### src/rtl/veda_mem_initiator.sv
// Single-word request sequencer for the Veda 32x32 register memory port.
// Define VEDA_INIT_SCRUB_EN to zero the whole memory after every reset release.
module veda_mem_initiator #(
  parameter int ADDR_W = 5,
  parameter int DATA_W = 32
) (
  input  logic              clk,
  input  logic              reset,
  input  logic              req_valid,
  output logic              req_ready,
  input  logic              req_write,
  input  logic [ADDR_W-1:0] req_addr,
  input  logic [DATA_W-1:0] req_wdata,
  output logic              resp_valid,
  input  logic              resp_ready,
  output logic [DATA_W-1:0] resp_data,
  output logic              busy,
  output logic [ADDR_W-1:0] mem_address_a,
  output logic [ADDR_W-1:0] mem_address_b,
  output logic [DATA_W-1:0] mem_data_in,
  output logic              mem_write_enable,
  output logic              mem_mode,
  input  logic [DATA_W-1:0] mem_data_out
);

  // Companion address differs in bit 0 so the memory's a!=b guard never blocks us.
  localparam logic [ADDR_W-1:0] ADDR_ONE = {{(ADDR_W-1){1'b0}}, 1'b1};

  typedef enum logic [2:0] {
    IDLE,
    ISSUE_WR,
    ISSUE_RD,
    CAPTURE,
    RESP
`ifdef VEDA_INIT_SCRUB_EN
    , SCRUB
`endif
  } state_t;

`ifdef VEDA_INIT_SCRUB_EN
  localparam state_t RESET_STATE = SCRUB;
  localparam logic [ADDR_W-1:0] ADDR_MAX = '1;
  logic [ADDR_W-1:0] scrub_addr, scrub_addr_d;
  logic              scrub_active, scrub_active_d;
`else
  localparam state_t RESET_STATE = IDLE;
`endif

  state_t            state, state_d;
  logic              resp_valid_d;
  logic [DATA_W-1:0] resp_data_d;
  logic [ADDR_W-1:0] addr_a_d, addr_b_d;
  logic [DATA_W-1:0] data_in_d;
  logic              we_d, mode_d;

  // NOTE: every output of this block gets a default first, so no path through the case leaves a latch.
  always_comb begin
    state_d      = state;
    resp_valid_d = resp_valid;
    resp_data_d  = resp_data;
    addr_a_d     = mem_address_a;
    addr_b_d     = mem_address_b;
    data_in_d    = mem_data_in;
    we_d         = mem_write_enable;
    mode_d       = mem_mode;
`ifdef VEDA_INIT_SCRUB_EN
    scrub_addr_d   = scrub_addr;
    scrub_active_d = scrub_active;
`endif
    unique case (state)
      IDLE: begin
        we_d   = 1'b0;
        mode_d = 1'b0;
        if (req_valid && req_ready) begin
          if (req_write) begin
            addr_a_d  = req_addr;
            addr_b_d  = req_addr ^ ADDR_ONE;
            data_in_d = req_wdata;
            we_d      = 1'b1;
            state_d   = ISSUE_WR;
          end else begin
            addr_b_d = req_addr;
            addr_a_d = req_addr ^ ADDR_ONE;
            mode_d   = 1'b1;
            state_d  = ISSUE_RD;
          end
        end
      end
      ISSUE_WR: begin
        we_d    = 1'b0;
        mode_d  = 1'b0;
        state_d = IDLE;
`ifdef VEDA_INIT_SCRUB_EN
        if (scrub_active) begin
          if (scrub_addr == ADDR_MAX) begin
            scrub_active_d = 1'b0;
          end else begin
            scrub_addr_d = scrub_addr + ADDR_ONE;
            state_d      = SCRUB;
          end
        end
`endif
      end
      ISSUE_RD: begin
        mode_d  = 1'b0;
        state_d = CAPTURE;
      end
      CAPTURE: begin
        resp_data_d  = mem_data_out;
        resp_valid_d = 1'b1;
        state_d      = RESP;
      end
      RESP: begin
        if (resp_ready) begin
          resp_valid_d = 1'b0;
          state_d      = IDLE;
        end
      end
`ifdef VEDA_INIT_SCRUB_EN
      SCRUB: begin
        addr_a_d  = scrub_addr;
        addr_b_d  = scrub_addr ^ ADDR_ONE;
        data_in_d = '0;
        we_d      = 1'b1;
        mode_d    = 1'b0;
        state_d   = ISSUE_WR;
      end
`endif
      default: state_d = IDLE;
    endcase
  end

  // NOTE: state uses non-blocking assignments so all registers update from the same pre-edge values.
  always_ff @(posedge clk or negedge reset) begin
    if (!reset) begin
      state            <= RESET_STATE;
      req_ready        <= 1'b0;
      busy             <= 1'b1;
      resp_valid       <= 1'b0;
      resp_data        <= '0;
      mem_address_a    <= '0;
      mem_address_b    <= '0;
      mem_data_in      <= '0;
      mem_write_enable <= 1'b0;
      mem_mode         <= 1'b0;
`ifdef VEDA_INIT_SCRUB_EN
      scrub_addr       <= '0;
      scrub_active     <= 1'b1;
`endif
    end else begin
      state            <= state_d;
      req_ready        <= (state_d == IDLE);
      busy             <= (state_d != IDLE);
      resp_valid       <= resp_valid_d;
      resp_data        <= resp_data_d;
      mem_address_a    <= addr_a_d;
      mem_address_b    <= addr_b_d;
      mem_data_in      <= data_in_d;
      mem_write_enable <= we_d;
      mem_mode         <= mode_d;
`ifdef VEDA_INIT_SCRUB_EN
      scrub_addr       <= scrub_addr_d;
      scrub_active     <= scrub_active_d;
`endif
    end
  end

endmodule

### config.mk
export PLATFORM = sky130hd
export DESIGN_NAME = veda_mem_initiator
export DESIGN_NICKNAME = d
export VERILOG_FILES = /design/src/rtl/veda_mem_initiator.sv
export SDC_FILE = /design/constraint.sdc
export NUM_CORES = 1
export LEC_CHECK = 0
export ABC_CLOCK_PERIOD_IN_PS = 2510
export BUFFER_PORTS_ARGS = -buffer_cell sky130_fd_sc_hd__buf_4
export CORE_ASPECT_RATIO = 2
export CORE_UTILIZATION = 45
export DETAILED_ROUTE_END_ITERATION = 7
export PLACE_DENSITY = 0.79
export SYNTH_ARGS = -nofsm -noshare
export SYNTH_HDL_FRONTEND = slang
export SYNTH_SLANG_ARGS = --single-unit
### constraint.sdc
create_clock -name clk -period 2.51 [get_ports clk]
set_clock_uncertainty 0.15 [all_clocks]
set_input_delay 0.1255 -clock clk [delete_from_list [all_inputs] [get_ports clk]]
set_output_delay 0.1255 -clock clk [all_outputs]
set_load 0.03 [all_outputs]
# ---- Yosys cells after proc, flatten, opt, wreduce, memory -nomap -nowiden
# Index checks and enable logic that the tools add are counted.
dict set report totals {
  ff_bits 82
  latchBits 0
  ram_bits 0
  mem_bits_ro 0
  output_inout_bits 79
  n_memories 0
}
dict set report op_classes {
  n_addsub 0
  mul 0
  div 0
  n_lt_le_gt_ge 0
  n_eq_ne 5
  shift 0
  muxes 14
  bitwise 1
  n_reduce_logical 11
}
# operator count
set op_table {}
lappend op_table {{$pmux W3 S4} 1}
lappend op_table {{$mux W1} 7}
lappend op_table {{$eq A3 B2 Y1 const B} 2}
lappend op_table {{$logic_not A3 Y1} 2}
lappend op_table {{$mux W3} 2}
lappend op_table {{$pmux W1 S2} 3}
lappend op_table {{$reduce_bool A2 Y1} 3}
lappend op_table {{$reduce_and A2 Y1} 2}
lappend op_table {{$eq A3 B1 Y1 const B} 1}
lappend op_table {{$eq A3 B3 Y1 const B} 1}
lappend op_table {{$reduce_and A3 Y1} 1}
lappend op_table {{$reduce_bool A3 Y1} 1}
lappend op_table {{$mux W2} 1}
lappend op_table {{$ne A2 B2 Y1 const B} 1}
lappend op_table {{$reduce_or A2 Y1} 1}
lappend op_table {{$logic_and A1 B1 Y1} 1}
lappend op_table {{$not A1 Y1} 1}

# ---- Logic depth before layout (Yosys ltp)
# Gate-level depths: netlist (run 1).
dict set report logic_depth {
  depth_word 4
  mapped_depth 5
}

# ---- Worst setup path after synthesis (run 1)
# OpenSTA, ideal clock, no wires.
dict set report synth_timing {
  path_kind {reg-to-reg}
  start {reg state[1]}
  end {reg mem_data_in[10]}
  setup_ns 0.125
  arrival_ns 1.632
  required_ns 2.235
  setup_slack_ns 0.603
  stages_incl_launch_ff 6
  n_path_buf 2
  cell_sequence {dfrtp_1 -> buf_6 -> or3_4 -> nor3_4 -> buf_6 -> mux2_2}
}
dict set report synth_between {
  elab_chain_cells 2
}
# element line
set synth_lines {}
lappend synth_lines {{from (decl)} 49} ;# state_t state, state_d;
lappend synth_lines {{from (signal assigned)} 151} ;# state <= state_d;
lappend synth_lines {{$logic_not A3 Y1} 70} ;# unique case (state)
lappend synth_lines {{$reduce_and A3 Y1 (no source line)} -}
lappend synth_lines {{to (signal assigned)} 158} ;# mem_data_in <= data_in_d;
lappend synth_lines {{to (decl)} 20} ;# output logic [DATA_W-1:0] mem_data_in,
# Every way passes these cells.
# A chain may end at the register's enable or synchronous reset.

# ---- Worst setup path in the final report (run 1)
dict set report layout_timing {
  start {reg state[1]}
  end {reg mem_data_in[9]}
}
# Same word-level chain as after synthesis.

==> results.md, run 1 <==
* Outcome: finished clean
* Total grt overflow at 0
* Post-synthesis cell count at 188
* R2R cell count at 4
* Slew @ Worst Pin at 956.9 ps
* RSZ-0062 raised after global routing: no
* Crit-path slowest cell: dfrtp_1
* Vias in the first global route at 2685
* CP required at 2570 ps
* Met3 routed WL at 389 um
* Die area at 7041 sq um
* Power density cells at 1374 nW/um^2
* Register area share after synthesis at 64.88%
* HPWL Detailed at 4853 um
* Die W at 59.84 um
* Core area at 6361 sq um
* Share of cells above drive strength 1 at 58.13%
* DR vias at 2353
* Syn Std Cell Area at 3010 sq um
* Final net count at 487
* I/O Buffers at 152
* # clock sinks at 78
* Worst VDD drop at 0.8496 mV
* DR iter-0 viols at 85
* Largest net degree at the start of global routing at 79
* Die span in y at 117.7 um
* Synth cell types at 28
* H-tree depth at 3
* Reg-to-reg critical path endpoint: mem_data_in[9]$_DFFE_PN0P_
* Setup Fix Bufs, Post-CTS at 0
* Drt via density at 4.669
* Setup CP Type: flip-flop to flip-flop
* Detail Route Antenna Nets at 0
* Final Max Tran Viols at 0
* Hold Path Depth at 3
* Hold_sp: req_valid
* Relative slew slack at 36.21%
* Area Overhead vs Synth at 73.52%
* Fmax at 0.4795 GHz
* Worst EP arrival at 2140 ps
* FF-to-FF setup slack at 420 ps
* CTS root buf: clkbuf_16
* Static Leak at 2.475 nW
* First-pass DRT Iterations at 3
* Final worst path period need at 2086 ps
* Reg-to-Reg Start: state[1]$_DFF_PN0_
* GPL Wtd Cong at 0.8414
* Mean area per synthesized cell at 16.01 sq um
* Synth warn at 0
* Initial antenna violation count at 0
* Period utilisation layout at 83.09%
* Kind of end point of the critical path: flip-flop
* Final Total Pwr at 7.180 mW
* Setup TNS Final at 0 ps
* Met2 wire len at 4510 um
* Met1 WL at 2593 um
* DR WL/cell at 15.40 um
* All-layer global routing usage at 24.03%
* Max-cap viol count at 0
* Worst-path clk slew at 60 ps
* Hold Violations, Final at 0
* Setup-failing EPs final at 0
* Seq cells post-synth at 78
* HP Class: input pin to flip-flop
* Sink of the worst hold path: state[0]$_DFF_PN0_
* Drt total wl at 7763 um
* Ant. Diodes at 0
* Syn Nets at 262
* Core Rows at 41
* TritonCTS Buffers at 9
* Slowest stage delay, CP at 460 ps
* Max FO, Critical Path at 32
* DRC Markers at 0
* DR top layer: met4
* Skew-Pair Late Insertion Delay at 320 ps
* Io pins at 153
* Initial Utilization at 47.32%
* CP Cell Sequence: or3_4, nor3_4, buf_4, mux2_2
* First-pass GRT wire length at 12420 um
* TritonCTS clock tree: yes
* Deepest clock path buffer count at 2
* Startpoint Class: flip-flop
cell usage in the layout (no fill, tap or decap), drive strengths merged, types with 2 or more instances in the layout:
master and n:
nor3 2, clkbuf 10, dlygate4sd3 72, buf 154, inv 5, clkinvlp 2
clkinv 2, nor2 2, dfrtp 77, mux2 69, o21ai 4, bufinv 2
a21oi 2
how the worst max path moves through the flow:
stage                  startpoint                     endpoint  slack, ps  cells after the start
3_3_place_gp   state[1]$_DFF_PN0_  mem_data_in[22]$_DFFE_PN0P_        500                      4
3_5_place_dp   state[1]$_DFF_PN0_  mem_data_in[20]$_DFFE_PN0P_        430                      4
4_1_cts        state[1]$_DFF_PN0_  mem_data_in[20]$_DFFE_PN0P_        420                      4
6_report       state[1]$_DFF_PN0_   mem_data_in[9]$_DFFE_PN0P_        420                      4
5_1_grt        state[1]$_DFF_PN0_   mem_data_in[9]$_DFFE_PN0P_        320                      4
2_1_floorplan  state[1]$_DFF_PN0_  mem_data_in[10]$_DFFE_PN0P_        600                      5
per-stage QoR:
| stage | worst slack, ps | hold WS, ps | util [%] | cell area, sq um | std cells |
|---|---|---|---|---|---|
| global route | 323.3 | 71.64 | 82.12 | 5224 | 504 |
| finish | 424.4 | 31.27 | 82.12 | 5224 | 504 |
| floorplan | 603.2 | -320.1 | - | 3010 | 188 |
| CTS | 423.0 | 10.74 | 82.12 | 5224 | 504 |
| detailed placement | 425.3 | 191.4 | 65.70 | 4179 | 416 |
| global placement | 500.7 | 187.9 | 65.70 | 4179 | 416 |
timing repair:
item,in CTS,in global routing
endpoints found under the setup margin,0,0
hold buffers,72,0
resized for setup,0,0
hold endpoints to repair,147,0
flip-flops by register name (all words and copies together), names as in the netlist, 3 cells and up:
name and count:
mem_data_in 32, resp_data 32, mem_address_a 5, state 3
per-layer routing:
| layer | up-vias | GRT usage, % |
|---|---|---|
| li1 | 1099 | - |
| met1 | 1137 | 23.86 |
| met2 | 96 | 43.40 |
| met3 | 21 | 4.945 |
| met4 | 0 | 13.23 |
| met5 | - | 0 |
layout make-up:
type	count	area, sq um
repair buffers	226	1877
clock buffers	10	239.0
flip-flops and latches	78	1953
multi-input cells	93	943.4
inverters	5	18.77
fillers	380	1137
clock inverters	6	85.08
well taps	86	107.6
where the power goes:
group	total (mW)	switching [mW]	internal, mW
sequential	2.28	0.378	1.90
clock	1.38	0.486	0.893
combinational	3.53	1.99	1.53
synthesized netlist by cell type:
library cell	count	area, sq um
a2bb2oi_1	1	8.760
a22o_1	1	8.760
nand2_1	1	3.750
and3_1	1	6.260
or3b_2	1	8.760
nand3_1	1	5.000
dfrtp_1	77	1927
mux2i_1	1	10.01
xnor2_1	1	8.760
or3_4	1	11.26
nor2_2	1	6.260
nand3b_1	1	7.510
a31oi_1	1	6.260
o22ai_1	1	6.260
nor3_1	1	5.000
inv_1	5	18.77
buf_2	4	20.02
nand2b_1	1	6.260
o21ai_0	4	20.02
mux2_1	1	11.26
dfstp_2	1	26.28
buf_4	4	30.03
a21oi_1	2	10.01
nor2_1	1	3.750
mux2_2	68	765.7
nor3_4	1	16.27
o21a_1	1	7.510
buf_6	4	45.04
critical path: cells and delay by family, from the launching register on:
kind | cells | cell delay [ps]
DFF | 1 | 460
buffers and inverters | 1 | 400
and+or+nand+nor | 2 | 560
muxes | 1 | 390
cells by family (layout without fill, tap and decap cells):
group | count (synthesis) | count (layout) | share of synthesized area [%]
and+or+nand+nor | 11 | 11 | 2.660
AOI/OAI and AO/OA | 11 | 11 | 2.245
DFF | 78 | 78 | 64.88
buffers and inverters | 17 | 247 | 3.782
xor gates and xnor gates | 1 | 1 | 0.2910
muxes | 70 | 70 | 26.14
Power figures use the tool's default switching activity.
==> inputs of run 2 (changes only) <==
Settings changed: ABC_AREA set to 1, ABC_CLOCK_PERIOD_IN_PS 2510 to 2100, CORE_UTILIZATION 45 to 46.
Clock period 2.51 ns to 2.1 ns, I/O delays scaled along.
==> results.md, run 2 <==
* Outcome: finished clean
* Static Leak at 2.877 nW
* Yosys top cell by area: dfrtp_1
* Commonest non-fill, non-tap cell in the layout: buf_4
* Kind of end point of the critical path: flip-flop
* Largest registers: mem_data_in x32, resp_data x32, mem_address_a x5
* Layout Cells excl Fill at 658
* Power density cells at 1531 nW/um^2
* Hold Path Depth at 3
* Register area share after synthesis at 60.55%
* HP Class: input pin to flip-flop
* Die area at 7371 sq um
* Period utilisation layout at 90.87%
* Global routing usage on met2 at 47.08%
* Mean area per synthesized cell at 9.242 sq um
* GRT Max-Usage Layer: met2
* Setup-failing EPs final at 0
* All-layer global routing usage at 26.95%
* DR vias at 3247
* EDFF count, synth at 0
* Relative slew slack at 59.64%
* DRC Markers at 0
* DR WL/cell at 14.36 um
* Synth cell types at 25
* Area Overhead vs Synth at 67.18%
* Core area at 6674 sq um
* Final Hold Slack at 88.07 ps
* Ranking of synthesized cells by area: dfrtp_1 60%, nand2_1 18%, nand3_1 9.0%, nand3_2 3.1%, buf_2 2.6%
* Startpoint Class: flip-flop
* Post-DP Area at 4379 sq um
* Total grt overflow at 0
* Initial antenna violation count at 0
* Detail Route Antenna Nets at 0
* Worst VDD drop at 0.8949 mV
* Setup TNS Final at 0 ps
* Met1 Usage GRT at 28.64%
* Initial Utilization at 48.33%
* CP required at 2160 ps
* Worst-path clk slew at 60 ps
* Pre-CTS WS at 257.8 ps
* H-tree depth at 3
* CTS root buf: clkbuf_16
* Max FO, Critical Path at 33
* Syn Std Cell Area at 3226 sq um
* Area share of the largest cell type after synthesis at 59.74%
* Fmax at 0.5240 GHz
* Number of gates resized after CTS at 0
* Synth async-reset ratio at 100.0%
* # clock sinks at 78
* Drt via density at 4.935
* Fin worst setup slack at 191.7 ps
* First-pass DRT Iterations at 4
* Largest net degree at the start of global routing at 42
* Setup Fix Bufs, Post-CTS at 0
* Hold_buf cts at 72
* Post-synthesis cell count at 349
* Final instance area at 5393 sq um
* Die span in y at 120.4 um
* GPL Wtd Cong at 0.8509
* HPWL Detailed at 5612 um
* TritonCTS Buffers at 9
* Skew-Pair Late Insertion Delay at 320 ps
* Main synth FF type: dfrtp_1
* Slew @ Worst Pin at 603.2 ps
* Max-cap viol count at 0
* Final Max Tran Viols at 0
* Top-count cell post-synth: nand2_1
* RSZ-0062 raised after global routing: no
* Synth warn at 0
* Final worst path period need at 1908 ps
* Seq cells post-synth at 78
* R2R cell count at 6
* Hold Violations, Final at 0
* Deepest clock path buffer count at 2
* Most frequent cells in the layout: 155 x buf_4, 152 x nand2_1, 77 x dfrtp_1
* Io pins at 153
* DR iter-0 viols at 224
* Core Rows at 42
* I/O Buffers at 152
* Setup CP Type: flip-flop to flip-flop
* First-pass GRT wire length at 14630 um
* Share of cells above drive strength 1 at 33.27%
* Die W at 61.21 um
* TritonCTS clock tree: yes
* Vias in the first global route at 3275
* Worst EP arrival at 1970 ps
* Syn Nets at 423
* Grt met3 use at 6.417%
* Drt total wl at 9449 um
* Final net count at 637
* Cells after DPL at 568
* Synth cell count leaders: 152 x nand2_1, 77 x dfrtp_1, 58 x nand3_1
[run 2: path summary, 6_finish.rpt]
kind	startpoint	endpoint	slack, ps
hold reg to reg	resp_data[23]$_DFFE_PN0N_	resp_data[23]$_DFFE_PN0N_	320
max in group asynchronous	reset	resp_data[17]$_DFFE_PN0N_	1070
setup reg to reg	state[2]$_DFF_PN0_	mem_data_in[12]$_DFFE_PN0P_	190
min in group asynchronous	reset	mem_address_a[2]$_DFFE_PN0P_	150
setup / recovery	state[2]$_DFF_PN0_	mem_data_in[12]$_DFFE_PN0P_	190
hold / removal	req_write	mem_data_in[17]$_DFFE_PN0P_	90
[run 2: area by class of cell]
class                      count  area, sq um
antenna                        2        5.005
clock buffer                  13        270.3
clock inverter                 3        17.52
fill                         388         1281
inverter                       7        26.28
multi-input combinational    238         1086
sequential                    78         1953
tap                           88        110.1
timing repair buffer         229         1924
[run 2: per-stage QoR]
step	total power [mW]	utilization, %
finish	8.254	80.80
global route	8.711	80.73
CTS	8.242	80.73
detailed placement	6.658	65.62
global placement	6.561	65.62
floorplan	5.160	-
[run 2: logic make-up after synthesis]
family,after synthesis,share of synthesized area [%]
AO/OA/AOI/OAI,6,1.047
XOR/XNOR,1,0.2716
buffers and inverters,33,5.779
AND/OR/NAND/NOR,231,32.35
flip-flops,78,60.55
[run 2: layer usage]
metal	up-vias	part of all wire [%]	wire length (um)
li1	1536	-	-
met1	1542	36	3387
met2	141	56	5263
met3	28	5.6	529
met4	0	2.8	268
met5	-	0	0
[run 2: worst max-delay path, stage by stage (launching register included)]
cell and delay [ps]:
dfrtp_1 480, nor2_4 160, nand2_4 100, nor2_8 190, nand2_2 390, nand2_1 220, nand2_1 80
[run 2: where the power goes]
part	internal [mW]	switching [mW]	total (mW)
clock	0.892	0.556	1.45
sequential	2.21	0.458	2.67
combinational	1.47	2.66	4.13
total	4.58	3.68	8.25
